--- src/rtl/if_stage.sv ---
// Purpose : RISC-V instruction-fetch stage; owns the PC, fetches words over req/ack, buffers one word for decode.
// Latency : one cycle from imem_ack to inst_valid; zero-wait memory with inst_ready=1 sustains one instruction per cycle.
// Backpr. : inst_ready=0 freezes the held word and withholds new requests; an outstanding request is never retracted before its ack.
//
// Ports:
//   clk, rst                  core clock, synchronous active-high reset
//   imem_req/imem_addr        word fetch request; address held stable until imem_ack
//   imem_ack/imem_rdata       memory completion and returned instruction word
//   redirect_valid/_pc        taken branch/jump target from execute
//   inst_valid/inst_ready     handshake toward decode
//   inst_out/inst_pc          held instruction word (op_value) and its address
module if_stage #(
    parameter logic [31:0] RESET_PC = 32'h0000_0000,
    parameter logic [31:0] NOP_INST = 32'h0000_0013
) (
    input  logic        clk,
    input  logic        rst,
    output logic        imem_req,
    output logic [31:0] imem_addr,
    input  logic        imem_ack,
    input  logic [31:0] imem_rdata,
    input  logic        redirect_valid,
    input  logic [31:0] redirect_pc,
    output logic        inst_valid,
    input  logic        inst_ready,
    output logic [31:0] inst_out,
    output logic [31:0] inst_pc
);

    typedef enum logic [1:0] {
        S_IDLE,
        S_FETCH,
        S_HOLD,
        S_DROP
    } state_t;

    state_t      state_q, state_d;
    logic [31:0] pc_q, pc_d;
    logic [31:0] pending_pc_q, pending_pc_d;
    logic        inst_valid_q, inst_valid_d;
    logic [31:0] inst_out_q, inst_out_d;
    logic [31:0] inst_pc_q, inst_pc_d;

    logic        req;
    logic        ack;
    logic [31:0] target;

    // A request is live in FETCH and DROP, and in HOLD only when decode is
    // taking the held word this cycle (so the next word can land in its place).
    assign req    = (state_q == S_FETCH) || (state_q == S_DROP) ||
                    ((state_q == S_HOLD) && inst_ready);
    assign ack    = req && imem_ack;
    assign target = {redirect_pc[31:2], 2'b00};

    always_comb begin
        state_d      = state_q;
        pc_d         = pc_q;
        pending_pc_d = pending_pc_q;
        inst_valid_d = inst_valid_q;
        inst_out_d   = inst_out_q;
        inst_pc_d    = inst_pc_q;

        if (redirect_valid) begin
            inst_valid_d = 1'b0;
            inst_out_d   = NOP_INST;
            if (!req || ack) begin
                // Nothing in flight (or it completes now and is thrown away):
                // jump straight to the target.
                pc_d    = target;
                state_d = S_FETCH;
            end else begin
                // Memory still owes a word for the old address; the address must
                // stay put until it arrives, so park the target until then.
                pending_pc_d = target;
                state_d      = S_DROP;
            end
        end else begin
            unique case (state_q)
                S_IDLE: begin
                    state_d = S_FETCH;
                end
                S_FETCH: begin
                    if (ack) begin
                        inst_out_d   = imem_rdata;
                        inst_pc_d    = pc_q;
                        inst_valid_d = 1'b1;
                        pc_d         = pc_q + 32'd4;
                        state_d      = S_HOLD;
                    end
                end
                S_HOLD: begin
                    if (inst_ready) begin
                        if (ack) begin
                            inst_out_d   = imem_rdata;
                            inst_pc_d    = pc_q;
                            inst_valid_d = 1'b1;
                            pc_d         = pc_q + 32'd4;
                        end else begin
                            // Held word consumed, replacement not back yet; the
                            // request on pc continues from FETCH.
                            inst_valid_d = 1'b0;
                            inst_out_d   = NOP_INST;
                            state_d      = S_FETCH;
                        end
                    end
                end
                S_DROP: begin
                    if (ack) begin
                        pc_d    = pending_pc_q;
                        state_d = S_FETCH;
                    end
                end
                default: begin
                    state_d = S_IDLE;
                end
            endcase
        end
    end

    always_ff @(posedge clk) begin
        if (rst) begin
            state_q      <= S_IDLE;
            pc_q         <= RESET_PC;
            pending_pc_q <= RESET_PC;
            inst_valid_q <= 1'b0;
            inst_out_q   <= NOP_INST;
            inst_pc_q    <= 32'h0000_0000;
        end else begin
            state_q      <= state_d;
            pc_q         <= pc_d;
            pending_pc_q <= pending_pc_d;
            inst_valid_q <= inst_valid_d;
            inst_out_q   <= inst_out_d;
            inst_pc_q    <= inst_pc_d;
        end
    end

    assign imem_req   = req;
    assign imem_addr  = pc_q;
    assign inst_valid = inst_valid_q;
    assign inst_out   = inst_out_q;
    assign inst_pc    = inst_pc_q;

endmodule

--- config.mk ---
export PLATFORM = sky130hd
export DESIGN_NAME = if_stage
export DESIGN_NICKNAME = d
export VERILOG_FILES = /design/src/rtl/if_stage.sv
export SDC_FILE = /design/constraint.sdc
export NUM_CORES = 1
export LEC_CHECK = 0
export CAP_MARGIN = 20
export CORE_MARGIN = 5
export CORE_UTILIZATION = 49
export CTS_BUF_LIST = sky130_fd_sc_hd__clkbuf_8
export CTS_CLUSTER_DIAMETER = 30
export DETAILED_ROUTE_END_ITERATION = 8
export GPL_TIMING_DRIVEN = 0
export PLACE_DENSITY = 0.92
export SLEW_MARGIN = 20
export SYNTH_ARGS = -nofsm -noshare
export SYNTH_HDL_FRONTEND = slang
export SYNTH_SLANG_ARGS = --single-unit
--- constraint.sdc ---
create_clock -name clk -period 2.35 [get_ports clk]
set_input_delay 0.47 -clock clk [delete_from_list [all_inputs] [get_ports clk]]
set_output_delay 0.47 -clock clk [all_outputs]
set_load 0.05 [all_outputs]
Word level (Yosys, flattened, before mapping)
Cells that the tools add are included.

word-level totals
  flip-flop bits (word level) = 129
  output and inout bits = 98
  logic and storage cells = 58
  bits of input ports = 69

cells by class
  bitwise operators = 2
  mux-type cells = 24
  add/sub/neg operators = 1
  reductions and logical operators = 15
  equality and inequality tests = 10

operators with widths
  kind                     count
  $mux W32                 10
  $pmux W32 S2             2
  $pmux W32 S3             1
  $add A32 B3 Y32 const B  1
  $mux W2                  6
  $ne A3 B3 Y1 const B     4
  $pmux W2 S4              1
  $reduce_and A4 Y1        2
  $reduce_and A3 Y1        2
  $eq A2 B2 Y1 const B     2
  $ne A2 B2 Y1 const B     2
  $reduce_bool A4 Y1       1
  $logic_or A1 B1 Y1       3
  $mux W1                  3
  $eq A2 B1 Y1 const B     1
  $logic_and A1 B1 Y1      2
  $logic_not A2 Y1         1
  $ne A2 B1 Y1 const B     1
  $not A1 Y1               2
  $pmux W1 S2              1
  $reduce_and A2 Y1        1
  $reduce_bool A2 Y1       1
  $reduce_or A2 Y1         1
  $logic_not A1 Y1         1

Depth between registers and ports, before layout
Gate-level depths: netlist of run 1.

  word-level depth = 8
  depth in mapped cells = 9
  depth with buffers taken out = 7

Worst setup path before layout of run 1
Ideal clock, no wire load.

  kind = register to register
  from = register pc_q[2] (netlist: imem_addr[2])
  to = register pc_q[24] (netlist: imem_addr[24])
  arrival = 2.190 ns
  slack = 0.064 ns
  buffers on the path = 0
  data required time = 2.254 ns
  setup time = 0.096 ns
  period minus slack after synthesis = 2.286 ns
  stages on the path, launching flop included = 7
  cell sequence = dfxtp_1 -> ha_1 -> nand4_2 -> nor4_4 -> nand2_2 -> o31a_1 -> o41ai_2

between the ends
  cells in the longest elaborated chain, start to end = 5

ends and longest elaborated chain
  element                 RTL line  source
  from (decl)             38        logic [31:0] pc_q, pc_d;
  from (signal assigned)  130       pc_q <= pc_d;
  $add A32 B3 Y32 *       87, 97
  $mux W32 *              83, 93
  $mux W32                92        if (inst_ready) begin
  $pmux W32 S3 *          78        unique case (state_q)
  $mux W32 *              63        if (redirect_valid) begin

Every way passes the cells marked *; elsewhere a longest branch is shown, timed or not. The select of a mux whose other input is x is not followed.
A chain may end at the register's enable or synchronous reset.

Final worst setup path of run 1
  from = register pc_q[9] (netlist: imem_addr[9])
  to = output port imem_addr[9]

RTL lines
  element    RTL line  source
  to (decl)  19        output logic [31:0] imem_addr,

No word-level cell between the ends.

==> results.tsv, run 1 <==
stage	metric	value	unit
status	status	finished, final reports clean	
critical_path	Largest delay share family, worst path	buffers and inverters	
placement	I/O Buffers	160	
cts	CTS H-tree lvls	4	
global_routing	vias in the first global route	5749	
critical_path	critical path arrival	1850	ps
sta	Period minus WS final	2320	ps
logic_synthesis	Post-Synthesis Cells	721	
cts	Clock Sinks	125	
final_layout	final instance area	0.00807	mm^2
routing	Remaining DRCs	0	
routing	via/cell ratio	5.89	
sta	worst clock skew	7.95	ps
critical_path	Setup crit end kind	primary output	
floorplanning	Initial Utilization	50.5	%
routing	Total Wirelength	19.4	mm
placement	final RePlAce weighted congestion	0.993	
logic_synthesis	Synth top area share	42.8	%
logic_synthesis	Seq/Total Area, Yosys	42.8	%
routing	WL per Instance	18.3	um
floorplanning	chip width	119	um
cts	CTS buffer count	17	
floorplanning	Die Area	0.0142	mm^2
critical_path	CP startpoint kind	register	
logic_synthesis	number of synthesized flops with an enable pin	0	
final_layout	most frequent cells in the layout	clkdlybuf4s50_1, dfxtp_1, nand2_1	
sta	hold violation count in the final report	0	
logic_synthesis	Synth Register Bits	125	
logic_synthesis	dominant cell type by area after synthesis	dfxtp_1	
placement	Post-DP Area	0.00763	mm^2
sta	Fmax	432	MHz
routing	DR vias	6251	
sta	PnR worst setup slack	33.3	ps
power	total power	5.86	mW
logic_synthesis	Yosys cell types	56	
critical_path	CP cell instances	clkdlybuf4s50_1	
cts	CTS tree	built	
critical_path	cells on worst reg2reg path	7	
logic_synthesis	synth warn	0	
sta	final setup vio count	0	
logic_synthesis	FFs w/ async S/R, synth	0	%
critical_path	crit path max-delay cell type	clkdlybuf4s50_1	
cts	clk root buf	clkbuf_8	
sta	Worst slew margin	53.9	%
sta	setup TNS	0	ps
floorplanning	I/O Pins	167	
floorplanning	FP Rows	39	
critical_path	Crit path buffers/inverters	1	
critical_path	CP required	1880	ps
power	Leak	3.13	nW
critical_path	Worst path max stage delay	880	ps
placement	dpl ws	-302	ps
logic_synthesis	Mapped Avg Cell Area	8.10	um^2
global_routing	GRT Overall Usage	26.4	%
min_path	cell depth of the worst hold path	2	
sta	final slew viol count	0	
final_layout	fin nets	978	
critical_path	critical path depth	1	
min_path	Hold WC Path Type	register to register	
global_routing	first-pass GRT wire length	30.3	mm
global_routing	remaining global-route overflow	0	
critical_path	critical path class	register to primary output	
critical_path	Crit Path Max Fanout	7	
global_routing	largest net degree at the start of global routing	20	
sta	Final Cycle Share	98.6	%
power	power density cells	726	mW/mm^2
floorplanning	Die Ht	119	um
logic_synthesis	mapped cell area	0.00584	mm^2
final_layout	share of cells above drive strength 1	8.82	%
cts	Clock Path Buffers	2	
final_layout	fin util	69.8	%
logic_synthesis	Main synth FF type	dfxtp_1	
final_layout	ANT cells	0	
sta	RSZ-0062 raised after global routing	yes	
final_layout	Area Growth Syn to Fin	38.2	%
run	Max-Cap Viols	0	
routing	1st-iter DRT viols	819	
floorplanning	Core Box Area	0.0116	mm^2
cts	Clock transition at path regs	70	ps
cts	worst skew pair latency	450	ps
sta	Slew @ Worst Pin	686	ps
power	Max rail drop VDD	384	uV
final_layout	most common cell after layout, fill and taps aside	clkdlybuf4s50_1	
routing	drt first pass iters	6	
global_routing	antenna violations before repair	0	
placement	post-DP HPWL	14.2	mm
routing	antenna violation net count after detailed routing	0	
logic_synthesis	Area contributors post-synth	dfxtp_1, nand2_1, mux2i_1	
[final timing paths]
check | from | end | slack [ps]
setup reg to reg | state_q[0]$_SDFFE_PP0P_ | imem_addr[20]$_SDFFE_PP0P_ | 90
setup / recovery | imem_addr[9]$_SDFFE_PP0P_ | imem_addr[9] | 30
hold / removal | pending_pc_q[30]$_SDFFE_PP0P_ | pending_pc_q[30]$_SDFFE_PP0P_ | 460
hold reg to reg | pending_pc_q[30]$_SDFFE_PP0P_ | pending_pc_q[30]$_SDFFE_PP0P_ | 460
[per-stage QoR]
step | cells | hold slack (ps)
CTS | 1058 | 456
global placement | 1027 | 437
detailed placement | 1027 | 446
global route | 1061 | 473
finish | 1061 | 456
floorplan | 724 | 431
[power by group]
group,internal [mW],switching (mW)
Clock,1.06,0.888
Sequential,2.24,0.154
Combinational,0.536,0.983
Total,3.84,2.02
[cell families after synthesis]
| logic type | count (synthesis) | share of synthesized area, % |
|---|---|---|
| and+or+nand+nor | 291 | 23.6 |
| AOI/OAI and AO/OA | 182 | 19.7 |
| DFF | 125 | 42.8 |
| buffers and inverters | 73 | 5.44 |
| muxes | 36 | 6.17 |
| xor gates and xnor gates | 9 | 1.35 |
| adders and majority gates | 4 | 0.857 |
| other | 1 | 0.0642 |
[cells in the mapped netlist, types with 3 or more instances]
| cell type | n |
|---|---|
| dfxtp_1 | 125 |
| nand2_1 | 108 |
| nor2_1 | 95 |
| a21oi_1 | 62 |
| o21ai_0 | 42 |
| clkbuf_1 | 41 |
| mux2i_1 | 36 |
| a22oi_1 | 29 |
| buf_2 | 17 |
| a211oi_1 | 13 |
| and3_1 | 11 |
| nand4_1 | 11 |
| nand3_1 | 10 |
| nor3_1 | 9 |
| inv_1 | 8 |
| nor4_1 | 8 |
| nand2b_1 | 7 |
| buf_4 | 6 |
| o211ai_1 | 6 |
| o22ai_1 | 5 |
| or3_1 | 5 |
| xor2_1 | 5 |
| a311oi_1 | 4 |
| ha_1 | 4 |
| o31ai_1 | 4 |
| xnor2_1 | 4 |
| a31oi_1 | 3 |
| and4_1 | 3 |
| or4_1 | 3 |
[final cells by class]
cell class              instances  area [um^2]
inverters                       8         30.0
clock inverters                14          153
plain buffers                  64          297
fillers                       876         3490
clock buffers                  18          248
repair buffers                163         1620
flip-flops and latches        125         2510
multi-input cells             526         3040
well taps                     143          179
[registers in the layout, indices dropped and copies added, names as in the netlist]
register	count
imem_addr	30
inst_pc	30
inst_out	32
state_q	2
inst_valid	1
pending_pc_q	30
[layer usage]
metal | global-route usage (%) | vias up | wire length (um)
met5 | 0 | - | 0
met4 | 9.63 | 0 | 597
met3 | 6.45 | 67 | 1990
met2 | 42.0 | 406 | 9200
met1 | 35.1 | 2871 | 7620
li1 | - | 2907 | -
[timing repair]
item                       4_1_cts  5_1_grt
setup endpoints to repair        2       43
pin swaps                        0        2
hold buffers                     0        0
gates resized for setup          5       22
buffers inserted                 0        3
(Power assumes the default switching activity.)
==> run 2: changes to the inputs <==
PLACE_DENSITY = 0.9   (was 0.92)
==> run 2 against run 1 <==
Net effect:
- die area unchanged
- count of clock-buffer cells in the layout increased by 1
- register-to-register slack got worse by 50 ps
- largest power group unchanged
- critical path depth increased by 6
==> results.tsv, run 2 (synthesis gave the netlist of run 1 again) <==
stage	metric	value	unit	change
global_routing	antenna violations before repair	0		unchanged
global_routing	first-pass GRT wire length	30.1	mm	was 30.3 mm
power	total power	5.60	mW	was 5.86 mW
cts	CTS H-tree lvls	4		unchanged
critical_path	CP required	2740	ps	was 1880 ps
power	Max rail drop VDD	352	uV	was 384 uV
routing	drt first pass iters	5		was 6
critical_path	Crit path buffers/inverters	2		was 1
floorplanning	Die Ht	119	um	unchanged
final_layout	most frequent cells in the layout	clkdlybuf4s50_1, dfxtp_1, nand2_1		unchanged
sta	final slew viol count	0		unchanged
cts	CTS tree	built		unchanged
min_path	cell depth of the worst hold path	2		unchanged
critical_path	Crit Path Max Fanout	10		was 7
cts	CTS buffer count	17		unchanged
sta	Worst slew margin	48.4	%	was 53.9%
global_routing	largest net degree at the start of global routing	17		was 20
power	power density cells	696	mW/mm^2	was 726 mW/mm^2
sta	worst clock skew	8.36	ps	was 7.95 ps
critical_path	critical path arrival	2700	ps	was 1850 ps
critical_path	Largest delay share family, worst path	compound AO/OA/AOI/OAI gates		was buffers and inverters
sta	RSZ-0062 raised after global routing	yes		unchanged
cts	Clock Path Buffers	2		unchanged
critical_path	critical path class	register to register		was register to primary output
sta	Period minus WS final	2310	ps	was 2320 ps
critical_path	Worst path max stage delay	470	ps	was 880 ps
final_layout	Post-Layout Cell Count	1060		was 1061
run	Max-Cap Viols	0		unchanged
final_layout	share of cells above drive strength 1	8.72	%	was 8.82%
global_routing	vias in the first global route	5662		was 5749
critical_path	Reg2Reg Launch Point	state_q[0]$_SDFFE_PP0P_		unchanged
final_layout	most common cell after layout, fill and taps aside	clkdlybuf4s50_1		unchanged
placement	Post-DP Area	0.00763	mm^2	unchanged
floorplanning	chip width	119	um	unchanged
final_layout	max reg flops	32		unchanged
min_path	Hold WC Path Type	register to register		unchanged
routing	antenna violation net count after detailed routing	0		unchanged
placement	placed insts	1027		unchanged
min_path	min-delay src	pending_pc_q[29]$_SDFFE_PP0P_		was pending_pc_q[30]$_SDFFE_PP0P_
final_layout	fin nets	980		was 978
critical_path	cells on worst reg2reg path	7		unchanged
sta	hold violation count in the final report	0		unchanged
status	status	finished, final reports clean		unchanged
cts	Hold Buf Count CTS	0		unchanged
final_layout	final instance area	0.00805	mm^2	was 0.00807 mm^2
floorplanning	I/O Pins	167		unchanged
critical_path	CP cell instances	ha_1, buf_2, clkbuf_1, nand2_1, o21ai_0, o21ai_0, a21oi_1		was clkdlybuf4s50_1
sta	Slew @ Worst Pin	768	ps	was 686 ps
placement	post-DP HPWL	14.2	mm	about the same
cts	worst skew pair latency	460	ps	was 450 ps
placement	I/O Buffers	160		unchanged
sta	final setup vio count	0		unchanged
min_path	hold endpoint	pending_pc_q[29]$_SDFFE_PP0P_		was pending_pc_q[30]$_SDFFE_PP0P_
sta	Final Cycle Share	98.3	%	was 98.6%
routing	Remaining DRCs	0		unchanged
placement	final RePlAce weighted congestion	0.981		was 0.993
routing	via/cell ratio	5.83		was 5.89
routing	Total Wirelength	19.2	mm	was 19.4 mm
floorplanning	Core Box Area	0.0116	mm^2	unchanged
final_layout	Area Growth Syn to Fin	37.7	%	was 38.2%
routing	DR vias	6183		was 6251
cts	clk root buf	clkbuf_8		unchanged
sta	Fmax	433	MHz	was 432 MHz
global_routing	remaining global-route overflow	0		unchanged
floorplanning	Initial Utilization	50.5	%	unchanged
routing	WL per Instance	18.1	um	was 18.3 um
critical_path	crit-path most repeated cell	o21ai_0		
critical_path	Worst R2R Setup Slack	40	ps	was 90 ps
final_layout	ANT cells	0		unchanged
floorplanning	FP Rows	39		unchanged
routing	1st-iter DRT viols	884		was 819
critical_path	RR Endpoint	imem_addr[26]$_SDFFE_PP0P_		was imem_addr[20]$_SDFFE_PP0P_
critical_path	crit path max-delay cell type	clkbuf_1		was clkdlybuf4s50_1
global_routing	GRT Overall Usage	26.4	%	about the same
power	Leak	3.19	nW	was 3.13 nW
floorplanning	Die Area	0.0142	mm^2	unchanged
cts	Clock transition at path regs	70	ps	about the same
critical_path	Setup crit end kind	register		was primary output
cts	Clock Sinks	125		unchanged
critical_path	CP startpoint kind	register		unchanged
## run 2: layer usage
layer  wire, um  up-vias  GRT usage, %
met5          0        -             0
met4        496        0          9.99
met3       1960       49          6.92
met2       9070      357          41.2
met1       7690     2869          35.1
li1           -     2908             -
## run 2: tightest hold or removal path, stage by stage, from the launching register on
cell and delay [ps]:
dfxtp_1 310, nand2_1 50, a21oi_1 50
## run 2: timing repair
action,CTS,global route
endpoints found under the hold margin,0,0
endpoints found under the setup margin,1,60
setup buffers,0,4
resized for setup,5,29
pin swaps,0,1
## run 2: through the flow
step | utilization, % | hold WS [ps] | TNS, ps | setup WS [ps]
floorplan | - | 431 | 0 | 64.3
global placement | 66.0 | 437 | -15050 | -267
detailed placement | 66.0 | 444 | -17460 | -295
CTS | 68.9 | 453 | 0 | 2.59
global route | 69.6 | 465 | -300 | -104
finish | 69.6 | 455 | 0 | 39.7
## run 2: cell type report
cell class	count	area (um^2)
plain buffers	65	309
clock buffers	19	262
clock inverters	10	77.6
fillers	911	3520
inverters	8	30.0
multi-input cells	526	3040
flip-flops and latches	125	2500
well taps	143	179
repair buffers	164	1640
## run 2: power by group
| group | internal (mW) | switching [mW] | leakage [nW] | total [mW] |
|---|---|---|---|---|
| Combinational | 0.543 | 0.983 | 1.99 | 1.53 |
| Sequential | 2.25 | 0.149 | 1.02 | 2.39 |
| Clock | 0.853 | 0.826 | 0.181 | 1.68 |
## run 2: how the worst max path moves through the flow
stage	start	endpoint	slack, ps	cells past startpoint
3_3_place_gp	redirect_valid	inst_pc[30]$_SDFFE_PP0P_	-270	7
4_1_cts	imem_addr[2]$_SDFFE_PP0P_	imem_addr[2]	3	1
3_5_place_dp	redirect_valid	inst_pc[30]$_SDFFE_PP0P_	-290	7
5_1_grt	state_q[0]$_SDFFE_PP0P_	imem_addr[20]$_SDFFE_PP0P_	-100	7
6_report	state_q[0]$_SDFFE_PP0P_	imem_addr[26]$_SDFFE_PP0P_	40	7
2_1_floorplan	imem_addr[2]$_SDFFE_PP0P_	imem_addr[24]$_SDFFE_PP0P_	60	6
==> run 3: changes to the inputs <==
CORE_ASPECT_RATIO = 2   (was default)
SLEW_MARGIN = default   (was 20)
==> run 3 against run 2 <==
Net effect:
- core utilization decreased by 0.37 points
- wire length rose by 2.8%
- via count grew 1.4%
- die area grew 0.93%
- cell count increased by 0.19%
- critical path depth up 1
- critical endpoint is now imem_addr[15]$_SDFFE_PP0P_
==> results.tsv, run 3 (synthesis gave the netlist of run 1 again) <==
stage	metric	value	unit	change
cts	CTS buffer count	17		unchanged
routing	WL per Instance	18.6	um	was 18.1 um
floorplanning	Die Ht	164	um	was 119 um
min_path	Hold WC Path Type	register to register		unchanged
run	Max-Cap Viols	0		unchanged
final_layout	fin nets	977		was 980
cts	CTS tree	built		unchanged
final_layout	fin util	69.2	%	was 69.6%
floorplanning	FP Rows	56		was 39
cts	worst skew pair latency	460	ps	about the same
critical_path	Reg2Reg Launch Point	state_q[0]$_SDFFE_PP0P_		unchanged
critical_path	critical path class	register to register		unchanged
critical_path	CP startpoint kind	register		unchanged
routing	DR vias	6268		was 6183
cts	CTS H-tree lvls	4		unchanged
cts	Clock transition at path regs	80	ps	was 70 ps
sta	final setup vio count	0		unchanged
floorplanning	Core Box Area	0.0117	mm^2	was 0.0116 mm^2
routing	via/cell ratio	5.90		was 5.83
global_routing	antenna violations before repair	0		unchanged
power	Max rail drop VDD	744	uV	was 352 uV
sta	worst clock skew	10.1	ps	was 8.36 ps
routing	antenna violation net count after detailed routing	0		unchanged
critical_path	critical path arrival	2600	ps	was 2700 ps
floorplanning	I/O Pins	167		unchanged
final_layout	max reg flops	32		unchanged
min_path	min-delay src	pending_pc_q[14]$_SDFFE_PP0P_		was pending_pc_q[29]$_SDFFE_PP0P_
final_layout	most common cell after layout, fill and taps aside	clkdlybuf4s50_1		unchanged
final_layout	ANT cells	0		unchanged
floorplanning	Die Area	0.0143	mm^2	was 0.0142 mm^2
critical_path	CP required	2660	ps	was 2740 ps
global_routing	largest net degree at the start of global routing	17		unchanged
final_layout	Post-Layout Cell Count	1062		was 1060
routing	Remaining DRCs	0		unchanged
final_layout	share of cells above drive strength 1	9.60	%	was 8.72%
placement	I/O Buffers	160		unchanged
critical_path	critical path launch point	state_q[0]$_SDFFE_PP0P_		unchanged
cts	Clock Path Buffers	2		unchanged
routing	Total Wirelength	19.7	mm	was 19.2 mm
cts	Clock Sinks	125		unchanged
placement	placed insts	1029		was 1027
final_layout	most frequent cells in the layout	clkdlybuf4s50_1, dfxtp_1, nand2_1		unchanged
placement	final RePlAce weighted congestion	0.947		was 0.981
sta	Fmax	438	MHz	was 433 MHz
status	status	finished, final reports clean		unchanged
power	power density cells	718	mW/mm^2	was 696 mW/mm^2
final_layout	Area Growth Syn to Fin	38.6	%	was 37.7%
floorplanning	chip width	87.2	um	was 119 um
sta	Final Cycle Share	97.2	%	was 98.3%
critical_path	Crit Path Max Fanout	10		unchanged
placement	post-DP HPWL	14.9	mm	was 14.2 mm
global_routing	first-pass GRT wire length	30.3	mm	was 30.1 mm
sta	Period minus WS final	2280	ps	was 2310 ps
sta	Worst slew margin	55.3	%	was 48.4%
cts	clk root buf	clkbuf_8		unchanged
sta	final slew viol count	0		unchanged
power	Leak	3.22	nW	was 3.19 nW
global_routing	vias in the first global route	6051		was 5662
global_routing	GRT Overall Usage	27.3	%	was 26.4%
floorplanning	Initial Utilization	49.9	%	was 50.5%
routing	drt first pass iters	8		was 5
routing	1st-iter DRT viols	743		was 884
sta	hold violation count in the final report	0		unchanged
global_routing	remaining global-route overflow	0		unchanged
critical_path	Setup crit end kind	register		unchanged
sta	Slew @ Worst Pin	666	ps	was 768 ps
sta	RSZ-0062 raised after global routing	no		was yes
-- run 3: cell types whose count changed in the layout (fill, tap and decap cells not counted), sizes merged, moves of 2 or more --
cell / previous run / this run
clkinv: 5 / 7
buf: 27 / 23
clkdlybuf4s50: 153 / 151
clkinvlp: 2 / 4
-- run 3: routing by layer --
metal	part of all wire [%]	vias to the layer above	wire, um	track usage [%]
met1	34	2846	6690	29.6
met2	52	401	10300	47.4
met4	6.6	0	1310	17.6
li1	-	2909	-	-
met3	7.4	112	1460	5.19
met5	0	-	0	0
-- run 3: path summary, 6_finish.rpt --
| check | end | slack [ps] | cells past startpoint |
|---|---|---|---|
| max reg2reg | imem_addr[15]$_SDFFE_PP0P_ | 70 | 8 |
| max | imem_addr[15]$_SDFFE_PP0P_ | 70 | 8 |
| min | pending_pc_q[14]$_SDFFE_PP0P_ | 450 | 2 |
| min reg2reg | pending_pc_q[14]$_SDFFE_PP0P_ | 450 | 2 |
-- run 3: worst max-delay path, cell delays in order (launching register included) --
cell and delay (ps):
dfxtp_2 360, ha_1 240, buf_2 260, inv_1 90
nand2_1 260, clkbuf_1 440, a21oi_1 80, o21ai_0 280
a21oi_1 130
-- run 3: cell type report --
type	count	area, um^2
repair buffers	162	1630
flip-flops and latches	125	2510
plain buffers	64	304
multi-input cells	526	3050
clock inverters	14	145
well taps	145	181
fillers	934	3600
inverters	8	30.0
clock buffers	18	248
-- run 3: through the flow --
step	setup WS [ps]	hold slack, ps	total power [mW]	TNS, ps	area, um^2
after floorplan	64.3	431	3.36	0	5850
after global placement	-310	437	3.89	-21340	7640
after detailed placement	-338	442	3.92	-22360	7640
final	66.6	451	5.82	0	8100
after CTS	-87.6	453	5.77	-87.6	8030
after global routing	7.05	463	6.03	0	8100
-- run 3: repair_timing --
| action | in CTS | in global routing |
|---|---|---|
| setup endpoints to repair | 4 | 63 |
| hold buffers | 0 | 0 |
| resized for setup | 5 | 37 |
| endpoints found under the hold margin | 0 | 0 |
| pin swaps | 2 | 1 |
| setup buffers | 0 | 2 |
-- run 3: power by group --
| group | internal, mW | leakage [nW] | switching [mW] | total, mW |
|---|---|---|---|---|
| logic | 0.545 | 2.01 | 0.979 | 1.52 |
| clock network | 0.967 | 0.191 | 0.924 | 1.89 |
| registers | 2.24 | 1.02 | 0.158 | 2.40 |
| total | 3.76 | 3.22 | 2.06 | 5.82 |
